<file path="src/rtl/phase_traffic_controller_pkg.sv">
// tlc_pkg: shared controller states, lane indices and the default phase table
package tlc_pkg;
  typedef enum logic [1:0] {S_GREEN, S_YELLOW, S_ALLRED} tlc_state_e;
  localparam int LN_ES = 0;
  localparam int LN_WS = 1;
  localparam int LN_EL = 2;
  localparam int LN_WL = 3;
  localparam int LN_NS = 4;
  localparam int LN_NL = 5;
  localparam int LN_SL = 6;
  localparam int LN_SS = 7;
  localparam logic [63:0] PHASE_LANES_DEFAULT = 64'hC0_90_30_60_0A_03_05_0C;
  function automatic int max4(input int a, input int b, input int c, input int d);
    int m;
    m = a > b ? a : b;
    m = m > c ? m : c;
    return m > d ? m : d;
  endfunction
endpackage

</file>
<file path="src/rtl/phase_traffic_controller_if.sv">
// phase_traffic_controller_if: sensor inputs and lamp/phase outputs of the controller
interface phase_traffic_controller_if #(
  parameter int NUM_LANES = 8,
  parameter int NUM_PHASES = 8
);
  logic [NUM_LANES-1:0] sensor;
  logic [NUM_LANES-1:0] green;
  logic [NUM_LANES-1:0] yellow;
  logic [$clog2(NUM_PHASES)-1:0] phase;
  logic busy_change;
  modport master(input sensor, output green, yellow, phase, busy_change);
  modport slave(output sensor, input green, yellow, phase, busy_change);
endinterface

</file>
<file path="src/rtl/phase_traffic_controller_rr_phase_picker.sv">
// rr_phase_picker: first requesting phase at or after start, wrapping modulo n
module rr_phase_picker #(
  parameter int N = 8,
  parameter int W = $clog2(N)
) (
  input  logic [N-1:0] req,
  input  logic [W-1:0] start,
  output logic [W-1:0] grant,
  output logic         valid
);
  logic [W-1:0] idx;
  always_comb begin
    grant = '0;
    valid = 1'b0;
    idx = '0;
    for (int i = N - 1; i >= 0; i--) begin
      idx = W'((int'(start) + i) % N);
      if (req[idx]) begin
        grant = idx;
        valid = 1'b1;
      end
    end
  end
endmodule

</file>
<file path="src/rtl/phase_traffic_controller.sv">
// phase_traffic_controller: phased intersection controller with gap-out, max-green and round-robin selection
module phase_traffic_controller
  import tlc_pkg::*;
#(
  parameter int NUM_LANES = 8,
  parameter int NUM_PHASES = 8,
  parameter logic [NUM_PHASES*NUM_LANES-1:0] PHASE_LANES = PHASE_LANES_DEFAULT,
  parameter int DEFAULT_PHASE = 1,
  parameter int GAP_CYCLES = 5,
  parameter int MAX_GREEN_CYCLES = 10,
  parameter int YELLOW_CYCLES = 2,
  parameter int ALLRED_CYCLES = 1
) (
  input logic clk,
  input logic reset,
  phase_traffic_controller_if.master bus
);
  localparam int PW = $clog2(NUM_PHASES);
  localparam int CW = $clog2(max4(GAP_CYCLES, MAX_GREEN_CYCLES, YELLOW_CYCLES, ALLRED_CYCLES) + 1);
  tlc_state_e state, state_nx;
  logic [PW-1:0] phase_q, phase_nx, start, grant;
  logic [CW-1:0] gap_ctr, gap_nx, max_ctr, max_nx, seg_ctr, seg_nx;
  logic [NUM_LANES-1:0] masks [NUM_PHASES];
  logic [NUM_LANES-1:0] mask;
  logic [NUM_PHASES-1:0] req;
  logic valid, own, other, gap_out, max_out, last;
  for (genvar q = 0; q < NUM_PHASES; q++) begin : g_req
    assign masks[q] = PHASE_LANES[q*NUM_LANES +: NUM_LANES];
    assign req[q] = |(bus.sensor & masks[q]);
  end
  assign mask = masks[phase_q];
  assign own = |(bus.sensor & mask);
  assign other = |(bus.sensor & ~mask);
  assign gap_out = !own && gap_ctr == CW'(GAP_CYCLES - 1);
  assign max_out = max_ctr == CW'(MAX_GREEN_CYCLES - 1);
  assign start = phase_q == PW'(NUM_PHASES - 1) ? '0 : phase_q + 1'b1;
  rr_phase_picker #(.N(NUM_PHASES), .W(PW)) u_pick (
    .req(req),
    .start(start),
    .grant(grant),
    .valid(valid)
  );
  always_ff @(posedge clk or posedge reset) begin
    if (reset) begin
      state <= S_ALLRED;
      phase_q <= PW'(DEFAULT_PHASE);
      gap_ctr <= '0;
      max_ctr <= '0;
      seg_ctr <= '0;
    end else begin
      state <= state_nx;
      phase_q <= phase_nx;
      gap_ctr <= gap_nx;
      max_ctr <= max_nx;
      seg_ctr <= seg_nx;
    end
  end
  always_comb begin
    state_nx = state;
    phase_nx = phase_q;
    gap_nx = '0;
    max_nx = '0;
    seg_nx = '0;
    last = 1'b0;
    case (state)
      S_GREEN: begin
        gap_nx = own ? '0 : gap_out ? gap_ctr : gap_ctr + 1'b1;
        max_nx = max_out ? max_ctr : (other || max_ctr != '0) ? max_ctr + 1'b1 : '0;
        if (other && (gap_out || max_out)) begin
          state_nx = S_YELLOW;
          gap_nx = '0;
          max_nx = '0;
        end
      end
      S_YELLOW: begin
        last = seg_ctr == CW'(YELLOW_CYCLES - 1);
        state_nx = last ? S_ALLRED : S_YELLOW;
        seg_nx = last ? '0 : seg_ctr + 1'b1;
      end
      S_ALLRED: begin
        last = seg_ctr == CW'(ALLRED_CYCLES - 1);
        state_nx = last ? S_GREEN : S_ALLRED;
        seg_nx = last ? '0 : seg_ctr + 1'b1;
        phase_nx = !last ? phase_q : valid ? grant : PW'(DEFAULT_PHASE);
      end
      default: state_nx = S_ALLRED;
    endcase
  end
  assign bus.green = state == S_GREEN ? mask : '0;
  assign bus.yellow = state == S_YELLOW ? mask : '0;
  assign bus.phase = phase_q;
  assign bus.busy_change = state != S_GREEN;
endmodule
</file>
<file path="src/flat_wrapper.sv">
// flat-port wrapper written by rule: the top's interface ports become plain ports
module phase_traffic_controller_flat import tlc_pkg::*;
#(
  parameter int NUM_LANES = 8,
  parameter int NUM_PHASES = 8,
  parameter logic [NUM_PHASES*NUM_LANES-1:0] PHASE_LANES = PHASE_LANES_DEFAULT,
  parameter int DEFAULT_PHASE = 1,
  parameter int GAP_CYCLES = 5,
  parameter int MAX_GREEN_CYCLES = 10,
  parameter int YELLOW_CYCLES = 2,
  parameter int ALLRED_CYCLES = 1
)
  (clk, reset, bus_sensor, bus_green, bus_yellow, bus_phase, bus_busy_change);
  phase_traffic_controller_if #(.NUM_LANES(NUM_LANES), .NUM_PHASES(NUM_PHASES)) bus_i ();
  input logic clk;
  input logic reset;
  input wire logic [$bits(bus_i.sensor)-1:0] bus_sensor;
  output wire logic [$bits(bus_i.green)-1:0] bus_green;
  output wire logic [$bits(bus_i.yellow)-1:0] bus_yellow;
  output wire logic [$bits(bus_i.phase)-1:0] bus_phase;
  output wire logic [$bits(bus_i.busy_change)-1:0] bus_busy_change;
  assign bus_i.sensor = bus_sensor;
  assign bus_green = bus_i.green;
  assign bus_yellow = bus_i.yellow;
  assign bus_phase = bus_i.phase;
  assign bus_busy_change = bus_i.busy_change;
  phase_traffic_controller #(.NUM_LANES(NUM_LANES), .NUM_PHASES(NUM_PHASES), .PHASE_LANES(PHASE_LANES), .DEFAULT_PHASE(DEFAULT_PHASE), .GAP_CYCLES(GAP_CYCLES), .MAX_GREEN_CYCLES(MAX_GREEN_CYCLES), .YELLOW_CYCLES(YELLOW_CYCLES), .ALLRED_CYCLES(ALLRED_CYCLES)) u_core (.clk(clk), .reset(reset), .bus(bus_i));
endmodule
</file>
<file path="config.mk">
export PLATFORM = sky130hd
export DESIGN_NAME = phase_traffic_controller_flat
export DESIGN_NICKNAME = d
export VERILOG_FILES = /design/src/rtl/phase_traffic_controller_pkg.sv /design/src/rtl/phase_traffic_controller_if.sv /design/src/rtl/phase_traffic_controller_rr_phase_picker.sv /design/src/rtl/phase_traffic_controller.sv /design/src/flat_wrapper.sv
export SDC_FILE = /design/constraint.sdc
export NUM_CORES = 1
export LEC_CHECK = 0
export CAP_MARGIN = 10
export CORE_MARGIN = 8
export CORE_UTILIZATION = 40
export CTS_BUF_LIST = sky130_fd_sc_hd__clkbuf_16
export DETAILED_ROUTE_END_ITERATION = 8
export GPL_TIMING_DRIVEN = 0
export PLACE_DENSITY = 0.64
export SYNTH_ARGS = -nofsm -noshare
export SYNTH_HDL_FRONTEND = slang
export SYNTH_SLANG_ARGS = --single-unit
</file>
<file path="constraint.sdc">
create_clock -name clk -period 3.9 [get_ports clk]
set_input_delay 0.39 -clock clk [delete_from_list [all_inputs] [get_ports clk]]
set_output_delay 0.39 -clock clk [all_outputs]
set_load 0.005 [all_outputs]
</file>
## After elaboration in Yosys (flattened, before gate mapping)

Memories as Yosys holds them, arrays and structs flattened.
Index checks and enable logic that the tools add are counted.

- Flip-flop bits (word level): 17
- Bits in latches: 0
- Memory bits (writable): 0
- ROM bits: 64
- Input port bits: 10
- Output and inout bits: 20
- Logic and storage cells: 112
- Memories kept: 1

Memories:

| memory | depth | width | read ports | clocked after memory_dff | wr ports | line | source |
|---|---|---|---|---|---|---|---|
| (name not given) | 8 | 8 | 1 | 0 | 0 | phase_traffic_controller.sv:31 | `assign mask = masks[phase_q];` |

- $add $sub $neg: 11
- Multipliers: 0
- Divide/modulo/power cells: 0
- $lt $le $gt $ge: 9
- Eq/ne operators: 9
- Shift-type cells: 0
- Multiplexer cells: 53
- Bitwise operators: 4
- Reductions and logical operators: 20

Operator list:

| kind | count |
|---|---|
| $mux 4 | 10 |
| $lt 3x4->1 const B | 8 |
| $mux 8 | 4 |
| $mux 3 | 10 |
| $bmux 1 s3 | 8 |
| $and 8x8->8 | 2 |
| $mux 1 | 16 |
| $reduce_or 2->1 | 8 |
| $reduce_or 8->1 | 2 |
| $add 3x3->3 const B | 4 |
| $add 4x1->4 const B | 3 |
| $not 8->8 | 1 |
| $pmux 4 s2 | 1 |
| $add 3x1->3 const B | 2 |
| $add 3x2->3 const B | 2 |
| $mux 2 | 3 |
| $pmux 2 s3 | 1 |
| $eq 4x1->1 const B | 1 |
| $eq 4x3->1 const B | 1 |
| $eq 4x4->1 const B | 1 |
| $ge 4x4->1 const B | 1 |
| $logic_not 4->1 | 1 |
| $ne 4x3->1 const B | 1 |
| $not 3->4 | 1 |
| other kinds (12) | 14 |

## Logic depth before layout (Yosys ltp)

Gate-level depths: netlist (run 1).

- Depth in word-level cells: 14
- Gate-level depth with buffers: 13
- Mapped depth without buffers: 9

## By module

Synthesis (run 1) repeated with hierarchy kept, for this count alone.

- Cell total of the unflattened synthesis: 243
- Area total of the unflattened synthesis: 2079.5 sq um

By module, submodules not included:

| module | instances | cells each | area each (sq um) |
|---|---|---|---|
| phase_traffic_controller | 1 | 153 | 1297.5 |
| rr_phase_picker | 1 | 90 | 782.0 |

## Least setup slack after synthesis (run 1)

Ideal clock, no wire load.

- Path kind: register -> register
- From: reg u_core.phase_q[0], in the netlist u_core.bus.phase[0]
- To: reg u_core.phase_q[1], in the netlist u_core.bus.phase[1]
- Setup time: 0.128 ns
- Data arrival time: 2.723 ns
- Data required time: 3.772 ns
- Path slack: 1.049 ns
- Stages on the path, launching flop included: 13
- Period minus slack after synthesis: 2.851 ns
- Cells stage by stage: dfstp_2 -> buf_6 -> buf_6 -> inv_1 -> ha_1 -> or2_1 -> buf_6 -> o32a_1 -> o32ai_4 -> mux2i_4 -> mux2_2 -> o311ai_1 -> o21ai_1

- Word-level cells in the longest chain between the ends: 14
- Elaborated cells between the ends (all ways): 43
- Those cells by class: add/sub (8); eq/ne (1); mux (34)

RTL lines:

| item | line | source |
|---|---|---|
| from (decl) | phase_traffic_controller.sv:21 | `logic [PW-1:0] phase_q, phase_nx, start, grant;` |
| from (signal assigned) | phase_traffic_controller.sv:46 | `phase_q <= PW'(DEFAULT_PHASE);` |
| from (signal assigned) | phase_traffic_controller.sv:52 | `phase_q <= phase_nx;` |
| $add 3x1->3 or $eq 3x3->1 (tied branches) | phase_traffic_controller.sv:36 | `assign start = phase_q == PW'(NUM_PHASES - 1) ? '0 : phase_q + 1'b1;` |
| $mux 3 * | phase_traffic_controller.sv:36 |  |
| $add 3x3->3 | phase_traffic_controller_rr_phase_picker.sv:17 | `idx = W'((int'(start) + i) % N);` |
| $bmux 1 s3 | phase_traffic_controller_rr_phase_picker.sv:18 | `if (req[idx]) begin` |
| $mux 1 (implied by the code) | phase_traffic_controller_rr_phase_picker.sv:18 |  |
| $mux 3 or $mux 1 (tied branches) (8 in series) | phase_traffic_controller_rr_phase_picker.sv:18 |  |
| $mux 3 * | phase_traffic_controller.sv:84 | `phase_nx = !last ? phase_q : valid ? grant : PW'(DEFAULT_PHASE);` |

Mark *: on every way between the ends. The rest lies on a longest branch, timed or not. The select of a mux whose other input is x is not followed.
A chain may end at the register's enable or synchronous reset.

## Final worst setup path (run 1)

- From: reg u_core.phase_q[0], in the netlist u_core.bus.phase[0]
- To: reg u_core.phase_q[2], in the netlist u_core.bus.phase[2]

Same word-level chain as after synthesis.

==> results of run 1 <==
state kept, by name, indices dropped and copies added (netlist names):
signal	flops
u_core.gap_ctr	4
u_core.max_ctr	4
u_core.bus.phase	3
u_core.state	2
u_core.seg_ctr	4
cell type report:
| type | count | area share, % |
|---|---|---|
| multi-input cells | 243 | 61.53 |
| flip-flops and latches | 17 | 15.02 |
| repair buffers | 27 | 9.486 |
| plain buffers | 19 | 5.007 |
| well taps | 75 | 3.294 |
| inverters | 22 | 2.899 |
| clock buffers | 3 | 2.635 |
| clock inverters | 1 | 0.1318 |
cell families (layout without fill, tap and decap cells):
| family | count (synthesis) | in the layout | synth area share, % |
|---|---|---|---|
| simple gates | 106 | 106 | 22.21 |
| compound gates | 96 | 96 | 31.05 |
| buf+inv | 41 | 72 | 9.360 |
| mux | 18 | 18 | 8.268 |
| flops | 17 | 17 | 17.78 |
| fa+ha+maj | 15 | 15 | 7.800 |
| xor+xnor | 8 | 8 | 3.537 |
path summary, 6_finish.rpt:
path	startpoint	endpoint	slack (ns)	cells after the start
setup / recovery	u_core.bus.phase[0]$_DFFE_PP1P_	u_core.bus.phase[2]$_DFFE_PP0P_	0.50	13
hold / removal	u_core.seg_ctr[0]$_DFF_PP0_	u_core.seg_ctr[0]$_DFF_PP0_	0.52	1
setup reg to reg	u_core.bus.phase[0]$_DFFE_PP1P_	u_core.bus.phase[2]$_DFFE_PP0P_	0.50	13
hold reg to reg	u_core.seg_ctr[0]$_DFF_PP0_	u_core.seg_ctr[0]$_DFF_PP0_	0.52	1
max in group asynchronous	reset	u_core.gap_ctr[0]$_DFFE_PP0P_	2.95	2
min in group asynchronous	reset	u_core.bus.phase[1]$_DFFE_PP0P_	0.53	2
through the flow:
stage                     instances  cell area, um^2
after floorplan                 301             2406
after global placement          403             2770
after detailed placement        403             2770
after CTS                       407             2849
after global routing            407             2849
final                           407             2849
layout by cell type, fill, tap and decap left out, types with 4 or more instances in the layout:
cell type,netlist,routed
sky130_fd_sc_hd__nand2b_1,8,8
sky130_fd_sc_hd__a211oi_1,15,15
sky130_fd_sc_hd__o211ai_1,4,4
sky130_fd_sc_hd__ha_1,15,15
sky130_fd_sc_hd__nand3_1,8,8
sky130_fd_sc_hd__buf_2,5,5
sky130_fd_sc_hd__mux2i_1,12,12
sky130_fd_sc_hd__inv_1,21,22
sky130_fd_sc_hd__o21a_1,4,4
sky130_fd_sc_hd__o21ai_0,8,8
sky130_fd_sc_hd__nor2_1,41,41
sky130_fd_sc_hd__dfrtp_1,15,15
sky130_fd_sc_hd__a21oi_1,14,14
sky130_fd_sc_hd__mux2_2,5,5
sky130_fd_sc_hd__buf_6,6,6
sky130_fd_sc_hd__clkdlybuf4s50_1,0,27
sky130_fd_sc_hd__nor3_1,7,7
sky130_fd_sc_hd__clkbuf_1,5,5
sky130_fd_sc_hd__nand2_1,20,20
critical path: cells and delay by family (launching register included):
| family | cells | cell delay, ns |
|---|---|---|
| AND/OR/NAND/NOR | 2 | 0.30 |
| adder cells (fa/ha/maj) | 1 | 0.33 |
| XOR/XNOR | 1 | 0.22 |
| flip-flops | 1 | 0.56 |
| AO/OA/AOI/OAI | 4 | 1.18 |
| buffers and inverters | 5 | 0.68 |
power by group through the flow:
stage	sequential [mW]	clock [mW]	combinational (mW)
floorplan	0.276	0	1.58
CTS	0.287	0.207	2.12
detailed placement	0.287	0	2.11
global route	0.294	0.215	2.34
global placement	0.287	0	2.11
finish	0.287	0.205	2.14
routing by layer:
| metal | global-route usage, % | share of wire (%) | vias to the layer above |
|---|---|---|---|
| met5 | 0 | 0 | - |
| met4 | 7.530 | 3.1 | 0 |
| met3 | 1.603 | 5.4 | 15 |
| met2 | 24.91 | 47 | 76 |
| met1 | 20.62 | 45 | 1157 |
| li1 | - | - | 1178 |
==> impl_results.rst, run 1 <==
.. list-table::
   :header-rows: 1

   * - Metric
     - Value
   * - Clock Latency Late Sink
     - 0.25 ns
   * - Post-route setup slack
     - 0.5014 ns
   * - Final #Nets
     - 358
   * - Setup Fix Bufs, Post-CTS
     - 0
   * - Cell with the most instances after synthesis
     - sky130_fd_sc_hd__nor2_1
   * - Dpl hpwl
     - 5245 um
   * - Slew Viols, Final
     - 0
   * - Arrival @ worst endpoint
     - around 3.5 ns
   * - Post-Synthesis Cells
     - ~300
   * - Switching part of the total
     - 51.54%
   * - Kind of end point of the critical path
     - flop
   * - First-pass iteration count of the detailed router
     - 4
   * - Floorplan die width
     - around 94 um
   * - Sequential cell area
     - roughly 430 um^2
   * - Cell-internal power
     - 1.276 mW
   * - Clock input transition at the sequential cells of the worst setup and hold paths
     - approximately 0.05 ns
   * - Detailed-route wire length per cell
     - 16.73 um
   * - Largest area contributor in the netlist
     - sky130_fd_sc_hd__dfrtp_1
   * - Maximum level of the CTS H-tree
     - 1
   * - Share of total power in sequential cells
     - 10.9%
   * - Grt total ovfl
     - 0
   * - Initial antenna violation count
     - 0
   * - Design Power
     - around 2.6 mW
   * - Slew at the pin with the worst max-slew slack
     - between 0.7 and 0.8 ns
   * - Post-Synthesis Net Count
     - between 300 and 400
   * - Number of vias in the routed layout
     - 2426
   * - Leakage
     - 1.108 nW
   * - Ordered list of cells on the worst path
     - buf_6 -> buf_6 -> inv_1 -> ha_1 -> buf_4 -> buf_12 -> xor2_2 -> nand2_1 -> a211oi_1 -> nor2_1 -> a31oi_2 -> o2111ai_1 -> o211ai_1
   * - Share of Yosys cell area claimed by the top area cell type
     - between 15 and 20%
   * - Util after Layout
     - 48.70%
   * - Root Buffer Master
     - sky130_fd_sc_hd__clkbuf_16
   * - Run status
     - complete, no violations
   * - Port Buffer Count
     - 27
   * - Largest stage delay on the critical path
     - 0.56 ns
   * - Maximum fanout along the worst path
     - 10
   * - Initial Utilization
     - 41.12%
   * - Post-Route Hold Slack
     - 0.5174 ns
   * - Vias in the first global route
     - 2286
   * - Ys Warns
     - 0
   * - Via density per instance
     - 5.961
   * - Sinks on the clock net
     - 17
   * - Skew final
     - 0.003991 ns
   * - Post-synth top cells
     - 41 x sky130_fd_sc_hd__nor2_1, 21 x sky130_fd_sc_hd__inv_1, 20 x sky130_fd_sc_hd__nand2_1
   * - Layout-stage area growth over the synthesis result
     - 18.41%
   * - Y dimension of the die
     - 93.56 um
   * - CTS tree
     - done
   * - Overall global routing resource usage
     - between 10% and 20%
   * - Worst supply voltage drop on vdd
     - roughly 0.50 mV
   * - Hold WC Path Type
     - reg -> reg
   * - Area taken by multi-input logic gates
     - 0.001753 mm^2
   * - Post-synthesis register bit count
     - 17
   * - Number of design-rule violations left by the first detailed-router iteration
     - 172
   * - Resize count post-CTS
     - 0
   * - Average size of a mapped cell
     - 7.994 um^2
   * - Hold bufs inserted after CTS
     - 0
   * - Worst setup SP type
     - flop
   * - RSZ-0062 raised after global routing
     - false
   * - Worst Path Class, Setup
     - reg -> reg
   * - Final setup violation count
     - 0
   * - Number of distinct library cells after synthesis
     - 73
   * - Floorplan die area
     - just under 0.009 mm^2
   * - Remaining max-slew budget at the tightest pin
     - 47.84%
   * - Post-detailed-route count of antenna-violating nets
     - 0
   * - Total I/O pin count
     - 30
   * - Post-synthesis async set-or-reset flop share
     - 100.0%
   * - Final count of hold timing violations
     - 0
   * - Antenna fix cells
     - 0
   * - Required time of the critical path
     - 4.04 ns
   * - Post-synth top flop
     - sky130_fd_sc_hd__dfrtp_1
   * - Post-Syn Area
     - 0.002406 mm^2
   * - Cell type of the slowest stage on the worst timing path
     - sky130_fd_sc_hd__dfstp_2
   * - Total negative setup slack
     - 0 ns
   * - Areal power density over the cells
     - ~920 mW/mm^2
   * - Clock buffer count from CTS
     - 3
   * - Pin count of the biggest net entering global routing
     - 18
   * - Pre-CTS setup slack
     - approximately 0.56 ns
   * - Wire length of the first global-routing pass
     - between 10000 and 15000 um
   * - Routed wire length
     - 6808 um
   * - Portion of the post-synthesis area used by sequential elements
     - 17.78%
   * - Share of cells above drive strength 1
     - approximately 11%
   * - Share of total power in the clock network
     - approximately 7.8%
   * - Final critical delay including setup and external delays
     - 3.399 ns
   * - Fill cell instance count of the final layout
     - 557
   * - Max-cap violations
     - 0
   * - Drc violations
     - 0
   * - Most common cell on crit path
     - sky130_fd_sc_hd__buf_6
   * - Switching power summed over all nets
     - 1.357 mW
   * - Number of synthesized flops with an enable pin
     - 0
   * - Peak Freq
     - between 0.2 and 0.3 GHz
   * - Number of rows in the core area
     - 28
   * - Dominant cells by area after synthesis
     - sky130_fd_sc_hd__dfrtp_1 16%, sky130_fd_sc_hd__ha_1 7.8%, sky130_fd_sc_hd__nor2_1 6.4%, sky130_fd_sc_hd__mux2i_1 5.0%, sky130_fd_sc_hd__a211oi_1 4.7%
   * - Part of the power in combinational logic
     - 81.3%
   * - Core area
     - 0.005851 mm^2
   * - Placer Congestion
     - 0.8663
   * - Ratio of final minimum period to clock period
     - 87.14%
   * - Number of buffers on the longest clock path
     - 2
Power figures use the tool's default switching activity.
==> inputs of run 2 (changes only) <==
--- a/config.mk
+++ b/config.mk
@@ -11,7 +11,7 @@
 export CTS_BUF_LIST = sky130_fd_sc_hd__clkbuf_16
 export DETAILED_ROUTE_END_ITERATION = 8
 export GPL_TIMING_DRIVEN = 0
-export PLACE_DENSITY = 0.64
+export PLACE_DENSITY = 0.7
 export SYNTH_ARGS = -nofsm -noshare
 export SYNTH_HDL_FRONTEND = slang
 export SYNTH_SLANG_ARGS = --single-unit
==> impl_results.rst, run 2 (same netlist as run 1, synthesis figures left out) <==
.. list-table::
   :header-rows: 1

   * - Metric
     - Value
   * - Clock buffer count from CTS
     - 3 (unchanged)
   * - Ordered list of cells on the worst path
     - buf_6 -> buf_6 -> inv_1 -> ha_1 -> buf_4 -> buf_12 -> xor2_2 -> nand2_1 -> a211oi_1 -> nor2_1 -> a31oi_2 -> o2111ai_1 -> o211ai_1
   * - Cell-internal power
     - 1.274 mW (-0.18%)
   * - Initial Utilization
     - 41.12% (unchanged)
   * - Kind of end point of the critical path
     - flop
   * - Largest stage delay on the critical path
     - 0.58 ns (+0.02 ns)
   * - Slew Viols, Final
     - 0 (unchanged)
   * - Core area
     - 0.005851 mm^2 (unchanged)
   * - Family with the most delay on the worst path
     - compound AO/OA/AOI/OAI gates
   * - Leakage
     - 1.108 nW (unchanged)
   * - Overall global routing resource usage
     - 15.57% (-0.078 points)
   * - CTS tree
     - done
   * - Max-cap violations
     - 0 (unchanged)
   * - First-pass iteration count of the detailed router
     - 5 (+1)
   * - Hold Path Cell Cnt
     - 1 (unchanged)
   * - Worst setup SP type
     - flop
   * - Util after Layout
     - 48.70% (unchanged)
   * - Peak Freq
     - 0.2941 GHz (about the same)
   * - Run status
     - complete, no violations
   * - Clock Latency Late Sink
     - 0.25 ns (about the same)
   * - Skew final
     - 0.003673 ns (-0.0003185 ns)
   * - Maximum fanout along the worst path
     - 10 (unchanged)
   * - Switching power summed over all nets
     - 1.352 mW (-0.42%)
   * - Cell type of the slowest stage on the worst timing path
     - sky130_fd_sc_hd__dfstp_2
   * - Drc violations
     - 0 (unchanged)
   * - Layout-stage area growth over the synthesis result
     - 18.41% (unchanged)
   * - Pin count of the biggest net entering global routing
     - 18 (unchanged)
   * - R2R depth
     - 13 (unchanged)
   * - Root Buffer Master
     - sky130_fd_sc_hd__clkbuf_16
   * - Slew at the pin with the worst max-slew slack
     - 0.7105 ns (-0.06527 ns)
   * - Post-detailed-route count of antenna-violating nets
     - 0 (unchanged)
   * - Clock input transition at the sequential cells of the worst setup and hold paths
     - 0.05 ns (about the same)
   * - Arrival @ worst endpoint
     - 3.55 ns (about the same)
   * - Remaining max-slew budget at the tightest pin
     - 52.23% (+4.4 points)
   * - Detailed-route wire length per cell
     - 16.78 um (+0.29%)
   * - Number of buffers on the longest clock path
     - 2 (unchanged)
   * - Hold WC Path Type
     - reg -> reg
   * - Part of the power in combinational logic
     - 81.1% (-0.2 points)
   * - Startpoint of the worst register-to-register path
     - u_core.bus.phase[0]$_DFFE_PP1P_
   * - Worst Hold End
     - u_core.seg_ctr[0]$_DFF_PP0_
   * - Switching part of the total
     - 51.48% (-0.061 points)
   * - Routed wire length
     - 6828 um (+0.29%)
   * - Most common cell after layout, fill and taps aside
     - sky130_fd_sc_hd__nor2_1
   * - Share of total power in the clock network
     - 7.6% (-0.2 points)
   * - Placer Congestion
     - 0.9389 (+8.4%)
   * - Most common cell on crit path
     - sky130_fd_sc_hd__buf_6
   * - Areal power density over the cells
     - 921.6 mW/mm^2 (-0.30%)
   * - Number of design-rule violations left by the first detailed-router iteration
     - 191 (+11%)
   * - Post-Route Hold Slack
     - 0.5174 ns (-0.00001300 ns)
   * - Port Buffer Count
     - 27 (unchanged)
   * - Number of rows in the core area
     - 28 (unchanged)
   * - Via density per instance
     - 6.032 (+1.2%)
   * - Resize count post-CTS
     - 0 (unchanged)
   * - Hold wc startpoint
     - u_core.seg_ctr[0]$_DFF_PP0_
   * - Hold bufs inserted after CTS
     - 0 (unchanged)
   * - Floorplan die area
     - 0.008753 mm^2 (unchanged)
   * - Wire length of the first global-routing pass
     - 11360 um (+0.25%)
   * - Final count of hold timing violations
     - 0 (unchanged)
   * - Number of vias in the routed layout
     - 2455 (+1.2%)
   * - Final setup violation count
     - 0 (unchanged)
   * - Post-placement cell area
     - 0.002770 mm^2 (unchanged)
   * - Required time of the critical path
     - 4.05 ns (about the same)
   * - Final non-filler cell area
     - 0.002849 mm^2 (unchanged)
   * - Share of total power in sequential cells
     - 11.3% (+0.4 points)
   * - Leading cell types in the layout, fill and taps excluded
     - 41 x sky130_fd_sc_hd__nor2_1, 27 x sky130_fd_sc_hd__clkdlybuf4s50_1, 22 x sky130_fd_sc_hd__inv_1, 20 x sky130_fd_sc_hd__nand2_1
   * - Total buffers and inverters traversed by the critical path
     - 5 (unchanged)
   * - Share of cells above drive strength 1
     - 11.45% (unchanged)
   * - Total negative setup slack
     - 0 ns (unchanged)
   * - Final critical delay including setup and external delays
     - 3.401 ns (+0.002137 ns)
   * - Total I/O pin count
     - 30 (unchanged)
   * - Grt total ovfl
     - 0 (unchanged)
   * - Worst supply voltage drop on vdd
     - 0.4599 mV (-7.7%)
   * - Antenna fix cells
     - 0 (unchanged)
   * - Worst Path Class, Setup
     - reg -> reg
   * - Setup Fix Bufs, Post-CTS
     - 0 (unchanged)
   * - Largest registers
     - u_core.gap_ctr: 4 flops, u_core.max_ctr: 4 flops, u_core.seg_ctr: 4 flops
   * - Ratio of final minimum period to clock period
     - 87.20% (about the same)
   * - RSZ-0062 raised after global routing
     - false
   * - Y dimension of the die
     - 93.56 um (unchanged)
   * - Final #Nets
     - 358 (unchanged)
   * - Vias in the first global route
     - 2344 (+2.5%)
   * - Dpl hpwl
     - 5321 um (+1.4%)
   * - Endpoint of the lowest-slack register-to-register path
     - u_core.bus.phase[2]$_DFFE_PP0P_
   * - Floorplan die width
     - 93.56 um (unchanged)
   * - Sinks on the clock net
     - 17 (unchanged)
   * - Maximum level of the CTS H-tree
     - 1 (unchanged)
   * - Register-to-register setup slack
     - 0.50 ns (about the same)
   * - Initial antenna violation count
     - 0 (unchanged)
## run 2: worst max-delay path by stage
| stage | cells after the start | slack (ns) | from | end |
|---|---|---|---|---|
| global route | 13 | 0.27 | u_core.bus.phase[0]$_DFFE_PP1P_ | u_core.bus.phase[2]$_DFFE_PP0P_ |
| CTS | 13 | 0.58 | u_core.bus.phase[0]$_DFFE_PP1P_ | u_core.bus.phase[2]$_DFFE_PP0P_ |
| global placement | 13 | 0.63 | u_core.bus.phase[0]$_DFFE_PP1P_ | u_core.bus.phase[2]$_DFFE_PP0P_ |
| finish | 13 | 0.50 | u_core.bus.phase[0]$_DFFE_PP1P_ | u_core.bus.phase[2]$_DFFE_PP0P_ |
| floorplan | 12 | 1.05 | u_core.bus.phase[0]$_DFFE_PP1P_ | u_core.bus.phase[1]$_DFFE_PP0P_ |
| detailed placement | 13 | 0.60 | u_core.bus.phase[0]$_DFFE_PP1P_ | u_core.bus.phase[2]$_DFFE_PP0P_ |
## run 2: power groups by stage
stage,logic (mW),registers (mW),clock network (mW)
6_report,2.13,0.297,0.199
5_1_grt,2.33,0.303,0.212
4_1_cts,2.11,0.295,0.205
3_5_place_dp,2.10,0.298,0
3_3_place_gp,2.08,0.296,0
2_1_floorplan,1.58,0.276,0
## run 2: worst reg2reg max path: cells and delay by family, from the launching register on
family / cells / cell delay [ns]
simple gates: 2 / 0.33
fa+ha+maj: 1 / 0.32
buf+inv: 5 / 0.71
compound gates: 4 / 1.17
flops: 1 / 0.58
xor+xnor: 1 / 0.20
## run 2: cell type report
cell class | instances | area [um^2]
Clock buffer | 3 | 75.07
Sequential cell | 17 | 427.9
Fill cell | 583 | 3002
Timing Repair Buffer | 27 | 270.3
Inverter | 22 | 82.58
Buffer | 19 | 142.6
Tap cell | 75 | 93.84
Multi-Input combinational cell | 243 | 1753
Clock inverter | 1 | 3.754
## run 2: metal layers
metal	track usage [%]	part of all wire, %	wire length, um	vias up
met5	0	0	0	-
met4	5.284	2.0	136	0
met3	1.683	5.6	384	12
met2	25.73	47	3234	87
met1	20.50	45	3072	1169
li1	-	-	-	1187
## run 2: metrics by stage
step	std cells	worst slack (ns)	power, mW
after floorplan	301	1.049	1.854
after global placement	403	0.6314	2.372
after detailed placement	403	0.5998	2.401
after CTS	407	0.5757	2.613
after global routing	407	0.2734	2.846
final	407	0.4992	2.626
